[config.mk]
export PLATFORM = sky130hd
export DESIGN_NAME = alu_result_stage_flat
export DESIGN_NICKNAME = d
export VERILOG_FILES = /design/src/rtl/alu_result_stage_if.sv /design/src/rtl/alu_result_stage.sv /design/src/flat_wrapper.sv
export SDC_FILE = /design/constraint.sdc
export NUM_CORES = 1
export LEC_CHECK = 0
export BUFFER_PORTS_ARGS = -buffer_cell sky130_fd_sc_hd__clkbuf_2
export CAP_MARGIN = 20
export CELL_PAD_IN_SITES_DETAIL_PLACEMENT = 1
export CELL_PAD_IN_SITES_GLOBAL_PLACEMENT = 2
export CORE_MARGIN = 1.5
export CORE_UTILIZATION = 32
export DETAILED_ROUTE_END_ITERATION = 16
export PLACE_DENSITY_LB_ADDON = 0.1
export SYNTH_ARGS = -nofsm -noshare
export SYNTH_HDL_FRONTEND = slang
export SYNTH_SLANG_ARGS = --single-unit
[constraint.sdc]
create_clock -name clk -period 1.95 [get_ports clk]
set_input_delay 0.39 -clock clk [delete_from_list [all_inputs] [get_ports clk]]
set_output_delay 0.39 -clock clk [all_outputs]
set_load 0.005 [all_outputs]
[src/rtl/alu_result_stage_if.sv]
// rtl/alu_result_stage_if.sv - issue, ALU result and writeback signals of the ALU result stage
interface alu_result_stage_if;
  logic        issue_valid;
  logic        issue_ready;
  logic [4:0]  ctrl;
  logic [31:0] zHI;
  logic [31:0] zLOW;
  logic        alu_hold;
  logic        res_valid;
  logic        res_ready;
  logic [31:0] res_lo;
  logic [31:0] res_hi;
  logic [4:0]  res_op;
  logic        res_zero;
  logic        res_neg;
  logic        res_err;
  logic [31:0] hi_q;
  logic [31:0] lo_q;

  modport slave (
    input  issue_valid, ctrl, zHI, zLOW, res_ready,
    output issue_ready, alu_hold, res_valid, res_lo, res_hi, res_op,
           res_zero, res_neg, res_err, hi_q, lo_q
  );

  modport master (
    output issue_valid, ctrl, zHI, zLOW, res_ready,
    input  issue_ready, alu_hold, res_valid, res_lo, res_hi, res_op,
           res_zero, res_neg, res_err, hi_q, lo_q
  );
endinterface

[src/rtl/alu_result_stage.sv]
// rtl/alu_result_stage.sv - issues ALU ops, waits out multiplier latency, queues tagged results, retires HI/LO
module alu_result_stage #(
  parameter int DEPTH   = 2,
  parameter int MUL_LAT = 2
) (
  input logic               clk,
  input logic               clr,
  alu_result_stage_if.slave bus
);
  localparam int PW = $clog2(DEPTH);
  localparam int CW = (MUL_LAT < 2) ? 1 : $clog2(MUL_LAT);
  localparam logic [4:0] OP_MUL = 5'b00010;
  localparam logic [4:0] OP_DIV = 5'b00011;
  localparam logic [4:0] OP_MAX = 5'b01011;

  typedef enum logic {IDLE, WAIT} state_t;

  state_t          state, state_nx;
  logic [CW-1:0]   cnt, cnt_nx;
  logic            push, pop, accept;
  logic [PW-1:0]   wr_ptr, rd_ptr;
  logic [PW:0]     count;

  logic [31:0]     mem_lo  [DEPTH];
  logic [31:0]     mem_hi  [DEPTH];
  logic [4:0]      mem_op  [DEPTH];
  logic [2:0]      mem_flg [DEPTH];

  logic [4:0]      cap_op;
  logic            cap_mul, cap_div, cap_err, cap_zero, cap_neg;
  logic [31:0]     cap_lo, cap_hi;

  assign bus.issue_ready = (state == IDLE) && (count < (PW+1)'(DEPTH));
  assign bus.alu_hold    = (state == WAIT);
  assign bus.res_valid   = (count != '0);
  assign accept          = bus.issue_valid && bus.issue_ready;
  assign pop             = bus.res_valid && bus.res_ready;

  always_comb begin
    state_nx = state;
    cnt_nx   = cnt;
    push     = 1'b0;
    case (state)
      IDLE: begin
        if (accept) begin
          if (bus.ctrl == OP_MUL && MUL_LAT != 0) begin
            state_nx = WAIT;
            cnt_nx   = CW'((MUL_LAT > 0) ? MUL_LAT - 1 : 0);
          end else begin
            push = 1'b1;
          end
        end
      end
      WAIT: begin
        if (cnt == '0) begin
          push     = 1'b1;
          state_nx = IDLE;
        end else begin
          cnt_nx = cnt - CW'(1);
        end
      end
      default: state_nx = IDLE;
    endcase
  end

  // Only a mul can be pending in WAIT, so the captured opcode is implied by the state.
  always_comb begin
    cap_op   = (state == WAIT) ? OP_MUL : bus.ctrl;
    cap_mul  = (cap_op == OP_MUL);
    cap_div  = (cap_op == OP_DIV);
    cap_err  = (cap_op > OP_MAX);
    cap_lo   = cap_err ? 32'd0 : bus.zLOW;
    cap_hi   = (cap_mul || cap_div) ? bus.zHI : 32'd0;
    cap_zero = !cap_err && (cap_mul ? (bus.zLOW == 32'd0 && bus.zHI == 32'd0)
                                    : (bus.zLOW == 32'd0));
    cap_neg  = !cap_err && (cap_mul ? bus.zHI[31] : bus.zLOW[31]);
  end

  always_ff @(posedge clk or negedge clr) begin
    if (!clr) begin
      state <= IDLE;
      cnt   <= '0;
    end else begin
      state <= state_nx;
      cnt   <= cnt_nx;
    end
  end

  always_ff @(posedge clk or negedge clr) begin
    if (!clr) begin
      wr_ptr   <= '0;
      rd_ptr   <= '0;
      count    <= '0;
      bus.hi_q <= 32'd0;
      bus.lo_q <= 32'd0;
      for (int i = 0; i < DEPTH; i++) begin
        mem_lo[i]  <= 32'd0;
        mem_hi[i]  <= 32'd0;
        mem_op[i]  <= 5'd0;
        mem_flg[i] <= 3'd0;
      end
    end else begin
      if (push) begin
        mem_lo[wr_ptr]  <= cap_lo;
        mem_hi[wr_ptr]  <= cap_hi;
        mem_op[wr_ptr]  <= cap_op;
        mem_flg[wr_ptr] <= {cap_err, cap_neg, cap_zero};
        wr_ptr          <= wr_ptr + PW'(1);
      end
      if (pop) begin
        rd_ptr <= rd_ptr + PW'(1);
        if (bus.res_op == OP_MUL || bus.res_op == OP_DIV) begin
          bus.hi_q <= bus.res_hi;
          bus.lo_q <= bus.res_lo;
        end
      end
      case ({push, pop})
        2'b10:   count <= count + (PW+1)'(1);
        2'b01:   count <= count - (PW+1)'(1);
        default: count <= count;
      endcase
    end
  end

  assign bus.res_lo   = mem_lo[rd_ptr];
  assign bus.res_hi   = mem_hi[rd_ptr];
  assign bus.res_op   = mem_op[rd_ptr];
  assign bus.res_err  = mem_flg[rd_ptr][2];
  assign bus.res_neg  = mem_flg[rd_ptr][1];
  assign bus.res_zero = mem_flg[rd_ptr][0];
endmodule

[src/flat_wrapper.sv]
// flat-port wrapper written by rule: the top's interface ports become plain ports
module alu_result_stage_flat 
#(
  parameter int DEPTH   = 2,
  parameter int MUL_LAT = 2
)
  (clk, clr, bus_issue_valid, bus_ctrl, bus_zHI, bus_zLOW, bus_res_ready, bus_issue_ready, bus_alu_hold, bus_res_valid, bus_res_lo, bus_res_hi, bus_res_op, bus_res_zero, bus_res_neg, bus_res_err, bus_hi_q, bus_lo_q);
  alu_result_stage_if bus_i ();
  input logic clk;
  input logic clr;
  input wire logic [$bits(bus_i.issue_valid)-1:0] bus_issue_valid;
  input wire logic [$bits(bus_i.ctrl)-1:0] bus_ctrl;
  input wire logic [$bits(bus_i.zHI)-1:0] bus_zHI;
  input wire logic [$bits(bus_i.zLOW)-1:0] bus_zLOW;
  input wire logic [$bits(bus_i.res_ready)-1:0] bus_res_ready;
  output wire logic [$bits(bus_i.issue_ready)-1:0] bus_issue_ready;
  output wire logic [$bits(bus_i.alu_hold)-1:0] bus_alu_hold;
  output wire logic [$bits(bus_i.res_valid)-1:0] bus_res_valid;
  output wire logic [$bits(bus_i.res_lo)-1:0] bus_res_lo;
  output wire logic [$bits(bus_i.res_hi)-1:0] bus_res_hi;
  output wire logic [$bits(bus_i.res_op)-1:0] bus_res_op;
  output wire logic [$bits(bus_i.res_zero)-1:0] bus_res_zero;
  output wire logic [$bits(bus_i.res_neg)-1:0] bus_res_neg;
  output wire logic [$bits(bus_i.res_err)-1:0] bus_res_err;
  output wire logic [$bits(bus_i.hi_q)-1:0] bus_hi_q;
  output wire logic [$bits(bus_i.lo_q)-1:0] bus_lo_q;
  assign bus_i.issue_valid = bus_issue_valid;
  assign bus_i.ctrl = bus_ctrl;
  assign bus_i.zHI = bus_zHI;
  assign bus_i.zLOW = bus_zLOW;
  assign bus_i.res_ready = bus_res_ready;
  assign bus_issue_ready = bus_i.issue_ready;
  assign bus_alu_hold = bus_i.alu_hold;
  assign bus_res_valid = bus_i.res_valid;
  assign bus_res_lo = bus_i.res_lo;
  assign bus_res_hi = bus_i.res_hi;
  assign bus_res_op = bus_i.res_op;
  assign bus_res_zero = bus_i.res_zero;
  assign bus_res_neg = bus_i.res_neg;
  assign bus_res_err = bus_i.res_err;
  assign bus_hi_q = bus_i.hi_q;
  assign bus_lo_q = bus_i.lo_q;
  alu_result_stage #(.DEPTH(DEPTH), .MUL_LAT(MUL_LAT)) u_core (.clk(clk), .clr(clr), .bus(bus_i));
endmodule
Yosys cells after proc, flatten, opt, wreduce, memory -nomap -nowiden --
Cells that the tools add are included.
Storage, ports and cells: flip-flop bits (word level) 214, input bits 73, output and inout bits 139, word-level logic and storage cells 93
Cells by class: add/sub/neg operators 5, order comparisons 5, eq/ne operators 9, mux-type cells 40, bitwise operators 3, reductions and logical operators 16
Operators with widths (number):
- 2-to-1 mux 32 bit | 9
- bitwise mux 64 bit | 2
- logical NOT 32 bit | 2
- demux 32 bit (select 1 bit) | 1
- == test 5 x 2 -> 1 bit (second input constant) | 5
- 2-to-1 mux 5 bit | 5
- 2-to-1 mux 3 bit | 4
- 2-to-1 mux 1 bit | 11
- bitwise mux 10 bit | 1
- logical AND 1 bit | 7
- bitwise mux 6 bit | 1
- case mux 1 bit (2 select lines) | 3
- demux 5 bit (select 1 bit) | 1
- > comparator 5 x 4 -> 1 bit (second input constant) | 1
- greater-or-equal comparator 2 bit (second input constant) | 2
- inverter 1 -> 2 bit | 2
- case mux 2 bit (2 select lines) | 1
- AND reduction 2 bit | 2
- nonzero test 2 bit | 2
- demux 3 bit (select 1 bit) | 1
- adder 1 bit (second input constant) | 2
- adder 2 x 1 -> 2 bit (second input constant) | 1
- == test 2 x 1 -> 1 bit (second input constant) | 1
- == test 2 bit (second input constant) | 1
- 9 further kinds | 10

Logic depth before layout (Yosys ltp) --
word-level depth 7, mapped depth 8

Least setup slack after synthesis --
Ideal clock, no wire load.
kind input to register, start point input port bus_ctrl[2], end point register u_core.count[1], library setup time 0.079 ns, arrival time 2.113 ns, required time 1.871 ns, path slack -0.242 ns, stages on the path 7, cell sequence or4b_1 -> o221ai_1 -> buf_2 -> buf_2 -> ha_1 -> nor2_1 -> xor2_1
On the way: longest elaborated chain between the ends 6, elaborated cells between the ends (all ways) 8
Ends and longest elaborated chain:
- start: declaration | RTL line flat_wrapper.sv:12 | input wire logic [$bits(bus_i.ctrl)-1:0] bus_ctrl;
- == test 5 x 2 -> 1 bit * | RTL line alu_result_stage.sv:46 | if (bus.ctrl == OP_MUL && MUL_LAT != 0) begin
- 2-to-1 mux 1 bit * | RTL line alu_result_stage.sv:46
- 2-to-1 mux 1 bit * | RTL line alu_result_stage.sv:45 | if (accept) begin
- case mux 1 bit (2 select lines) * | RTL line alu_result_stage.sv:43 | case (state)
- == test 2 x 1 -> 1 bit / == test 2 bit (equally long branches) | RTL line alu_result_stage.sv:117 | case ({push, pop})
- case mux 2 bit (2 select lines) / nonzero test 2 bit (equally long branches)
- end signal: assignment | RTL line alu_result_stage.sv:118 | 2'b10: count <= count + (PW+1)'(1);
- end signal: assignment | RTL line alu_result_stage.sv:119 | 2'b01: count <= count - (PW+1)'(1);
- end signal: assignment | RTL line alu_result_stage.sv:120 | default: count <= count;
- end: declaration | RTL line alu_result_stage.sv:22 | logic [PW:0] count;
Mark *: on every way between the ends. The rest lies on a longest branch, timed or not. A chain may end at the register's enable or synchronous reset.

Final worst setup path --
start point register u_core.rd_ptr, end point register u_core.bus.lo_q[18] (netlist name)
On the way: longest elaborated chain between the ends 7, elaborated cells between the ends (all ways) 11
Ends and longest elaborated chain:
- start: declaration | RTL line alu_result_stage.sv:21 | logic [PW-1:0] wr_ptr, rd_ptr;
- start signal: assignment | RTL line alu_result_stage.sv:111 | rd_ptr <= rd_ptr + PW'(1);
- inverter 1 -> 2 bit (not written as such) * | RTL line alu_result_stage.sv:125, alu_result_stage.sv:127
- 2-to-1 mux 5 bit (not written as such) (3 in a row) | RTL line alu_result_stage.sv:127 | assign bus.res_op = mem_op[rd_ptr];
- == test 5 x 2 -> 1 bit | RTL line alu_result_stage.sv:112 | if (bus.res_op == OP_MUL || bus.res_op == OP_DIV) begin
- logical OR 1 bit | RTL line alu_result_stage.sv:112
- AND reduction 2 bit (no line)
- end signal: assignment | RTL line alu_result_stage.sv:114 | bus.lo_q <= bus.res_lo;
- end: declaration | RTL line alu_result_stage_if.sv:23 | res_zero, res_neg, res_err, hi_q, lo_q
Mark *: on every way between the ends. The rest lies on a longest branch, timed or not. The select of a mux whose other input is x is not followed.

==> run summary <==
Post-synth EDFFs -> 0
Max-slew headroom -> 62.7%
GPL Wtd Cong -> 0.717
maxcap violations -> 0
RSZ-0062 raised after global routing -> yes
I/O pins -> 212
Hold Fails Final Rpt -> 0
Yosys warnings -> 0
Die Wd -> 176 µm
Clock Skew -> 0.0101 ns
CP Buf/Inv Count -> 5
Iter 0 DRT Violations -> 325
Setup WS pre-CTS -> -0.127 ns
Post-synth top cells -> o21ai_0 (265), dfrtp_1 (214), mux2_2 (85)
CTS tree -> built
clock root cell -> clkbuf_16
CP endpoint kind -> register
failing checks -> setup timing
final period utilization -> 118%
Initial Util -> 32.8%
Routed WL -> 30000 µm
HPWL after DPL -> 19500 µm
total number of vias -> 7366
VDD IR max -> 0.606 mV
full die area -> 30800 µm²
Worst Path Required -> 2.35 ns
drt wl/cell -> 20.3 µm
Ant. Diodes -> 0
global-route wire length before repair -> 47700 µm
register area share after synthesis -> 56.2%
core area -> 29000 µm²
DP Cell Count -> 1412
Yosys reg bits -> 214
fmax -> 436 MHz
count leader, synth -> o21ai_0
num rows -> 62
clock-pin slew on the worst setup and hold paths -> 0.06 ns
outcome -> finished, violations left
Hold Path Class -> in2reg
clock buffer depth -> 3
GRT Residual Overflow -> 0
dominant cells by area after synthesis -> dfrtp_1 (56%), o21ai_0 (14%), mux2_2 (10%)
crit-path max FO -> 8
GRT Overall Usage -> 19.9%
Final Max Slew Viols -> 0
crit path kind -> reg2reg
Post-Synthesis Cells -> 818
number of global-route vias before repair -> 8207
ys flop type -> dfrtp_1
top cell type's share of synthesized area -> 56.2%
die height -> 176 µm
largest net degree at the start of global routing -> 56
antenna violations before repair -> 0
layout cell share with drive strength beyond 1 -> 45.0%
non-filler cells, final -> 1477
Setup violations, final -> 136
syn_area_per_cell -> 11.6 µm²
CTS buffer count -> 26
P&R area growth vs syn -> 33.7%
Top cell by count, worst path -> buf_12
Mapped Area -> 9530 µm²
H-tree Lvls -> 1
final core occ -> 43.9%
Post-Syn Nets -> 892
Worst setup SP type -> register
CP cell instances -> buf_4 -> mux2_2 -> nand2_2 -> nor4_4 -> buf_4 -> buf_12 -> buf_12 -> buf_12 -> mux2_4
Leakage -> 6.10 nW
cell taking the most area after synthesis -> dfrtp_1
net count reported at finish -> 1152
final worst path period need -> 2.30 ns
PnR worst setup slack -> -0.345 ns
Residual DRC -> 0
clock latency on the worst-skew pair -> 0.52 ns
worst slew pin tran -> 0.554 ns
crit-path leading delay family -> buffers and inverters
WP data arrival -> 2.69 ns
Cell variety after synth -> 30
vias per cell -> 4.99
Port Buf Inserts -> 211
Pwr Density -> 1490 nW/µm²
slowest stage cell, crit path -> dfrtp_4
Async SR Flop Fraction -> 100%
post-route ant nets -> 0
Sink Count -> 214
Initial DRT Pass Iterations -> 4
CP max stage delay -> 0.49 ns
## worst paths after layout
path	startpoint	endpoint	slack [ns]	cells past startpoint
max in group asynchronous	clr	u_core.bus.lo_q[22]	0.92	3
min in group asynchronous	clr	u_core.bus.hi_q[8]	0.39	2
hold reg to reg	u_core.mem_lo[55]	u_core.mem_lo[55]	0.50	2
setup / recovery	u_core.rd_ptr	u_core.bus.lo_q[18]	-0.35	9
setup reg to reg	u_core.rd_ptr	u_core.bus.lo_q[18]	-0.35	9
hold / removal	bus_zLOW[17]	u_core.mem_lo[17]	0.13	3
## area by class of cell
| class | instances | area [µm²] |
|---|---|---|
| Fill cell | 3211 | 16300 |
| Sequential cell | 214 | 5360 |
| Multi-Input combinational cell | 535 | 3910 |
| Timing Repair Buffer | 299 | 2160 |
| Clock buffer | 41 | 788 |
| Tap cell | 384 | 480 |
| Clock inverter | 2 | 35.0 |
| Inverter | 2 | 7.51 |
## worst register-to-register path: cells and delay by family, from the launching register on
kind | cells | cell delay, ns
buf+inv | 5 | 0.79
flops | 1 | 0.49
simple gates | 2 | 0.36
mux | 2 | 0.54
## routing by layer
metal  routed length, µm  global-route usage [%]
met4                 390                    3.85
met3                1400                    3.29
met2               14500                    34.4
met5                   0                       0
met1               13800                    26.4
## stage by stage
step	hold slack (ns)	power [mW]	cell area [µm²]	setup TNS (ns)
global route	0.140	20.3	12700	-40.25
finish	0.131	19.0	12700	-33.86
global placement	0.347	13.6	11500	-9.28
floorplan	0.0944	10.5	9550	-7.08
CTS	0.111	19.3	12700	-35.94
detailed placement	0.347	13.8	11500	-16.45
## cell usage in the layout, fill, tap and decap left out, types with 5 or more instances in the layout
cell type	count
buf_4	51
mux2_2	77
buf_6	5
dfrtp_1	212
nor2b_1	5
buf_12	19
mux2_4	69
or2_2	5
nor4_1	16
o21ai_0	265
buf_16	6
clkbuf_2	209
buf_8	8
nand2_1	66
clkbuf_8	6
nor2_1	5
clkbuf_16	27
clkbuf_1	8
## kinds of logic (layout without fill, tap and decap cells)
kind of cell	count (synthesis)	in the layout	share of synthesized area [%]
AO/OA/AOI/OAI	275	275	14.7
XOR/XNOR	5	5	0.460
adder cells (fa/ha/maj)	1	1	0.131
buffers and inverters	69	344	3.43
flip-flops	214	214	56.2
multiplexers	147	147	19.8
AND/OR/NAND/NOR	107	107	5.33
## flip-flops by register name, indices dropped and copies added (netlist names)
| register | count |
|---|---|
| u_core.mem_op | 10 |
| u_core.cnt | 1 |
| u_core.rd_ptr | 1 |
| u_core.mem_lo | 64 |
| u_core.bus.hi_q | 32 |
| u_core.bus.lo_q | 32 |
| u_core.mem_hi | 64 |
| u_core.wr_ptr | 1 |
| u_core.bus.alu_hold | 1 |
| u_core.mem_flg | 6 |
| u_core.count | 2 |
## where the power goes
group	switching (mW)	total [mW]	leakage, nW	internal (mW)
Sequential	0.775	6.72	2.86	5.95
Combinational	3.69	7.57	2.84	3.88
Clock	1.83	4.69	0.403	2.87
## timing repair
action	in CTS	in global routing
endpoints found under the setup margin	132	136
resized for setup	34	5
cloned	6	0
hold buffers	1	0
buffers inserted	13	4
hold endpoints to repair	40	0
Power figures use the tool's default switching activity.
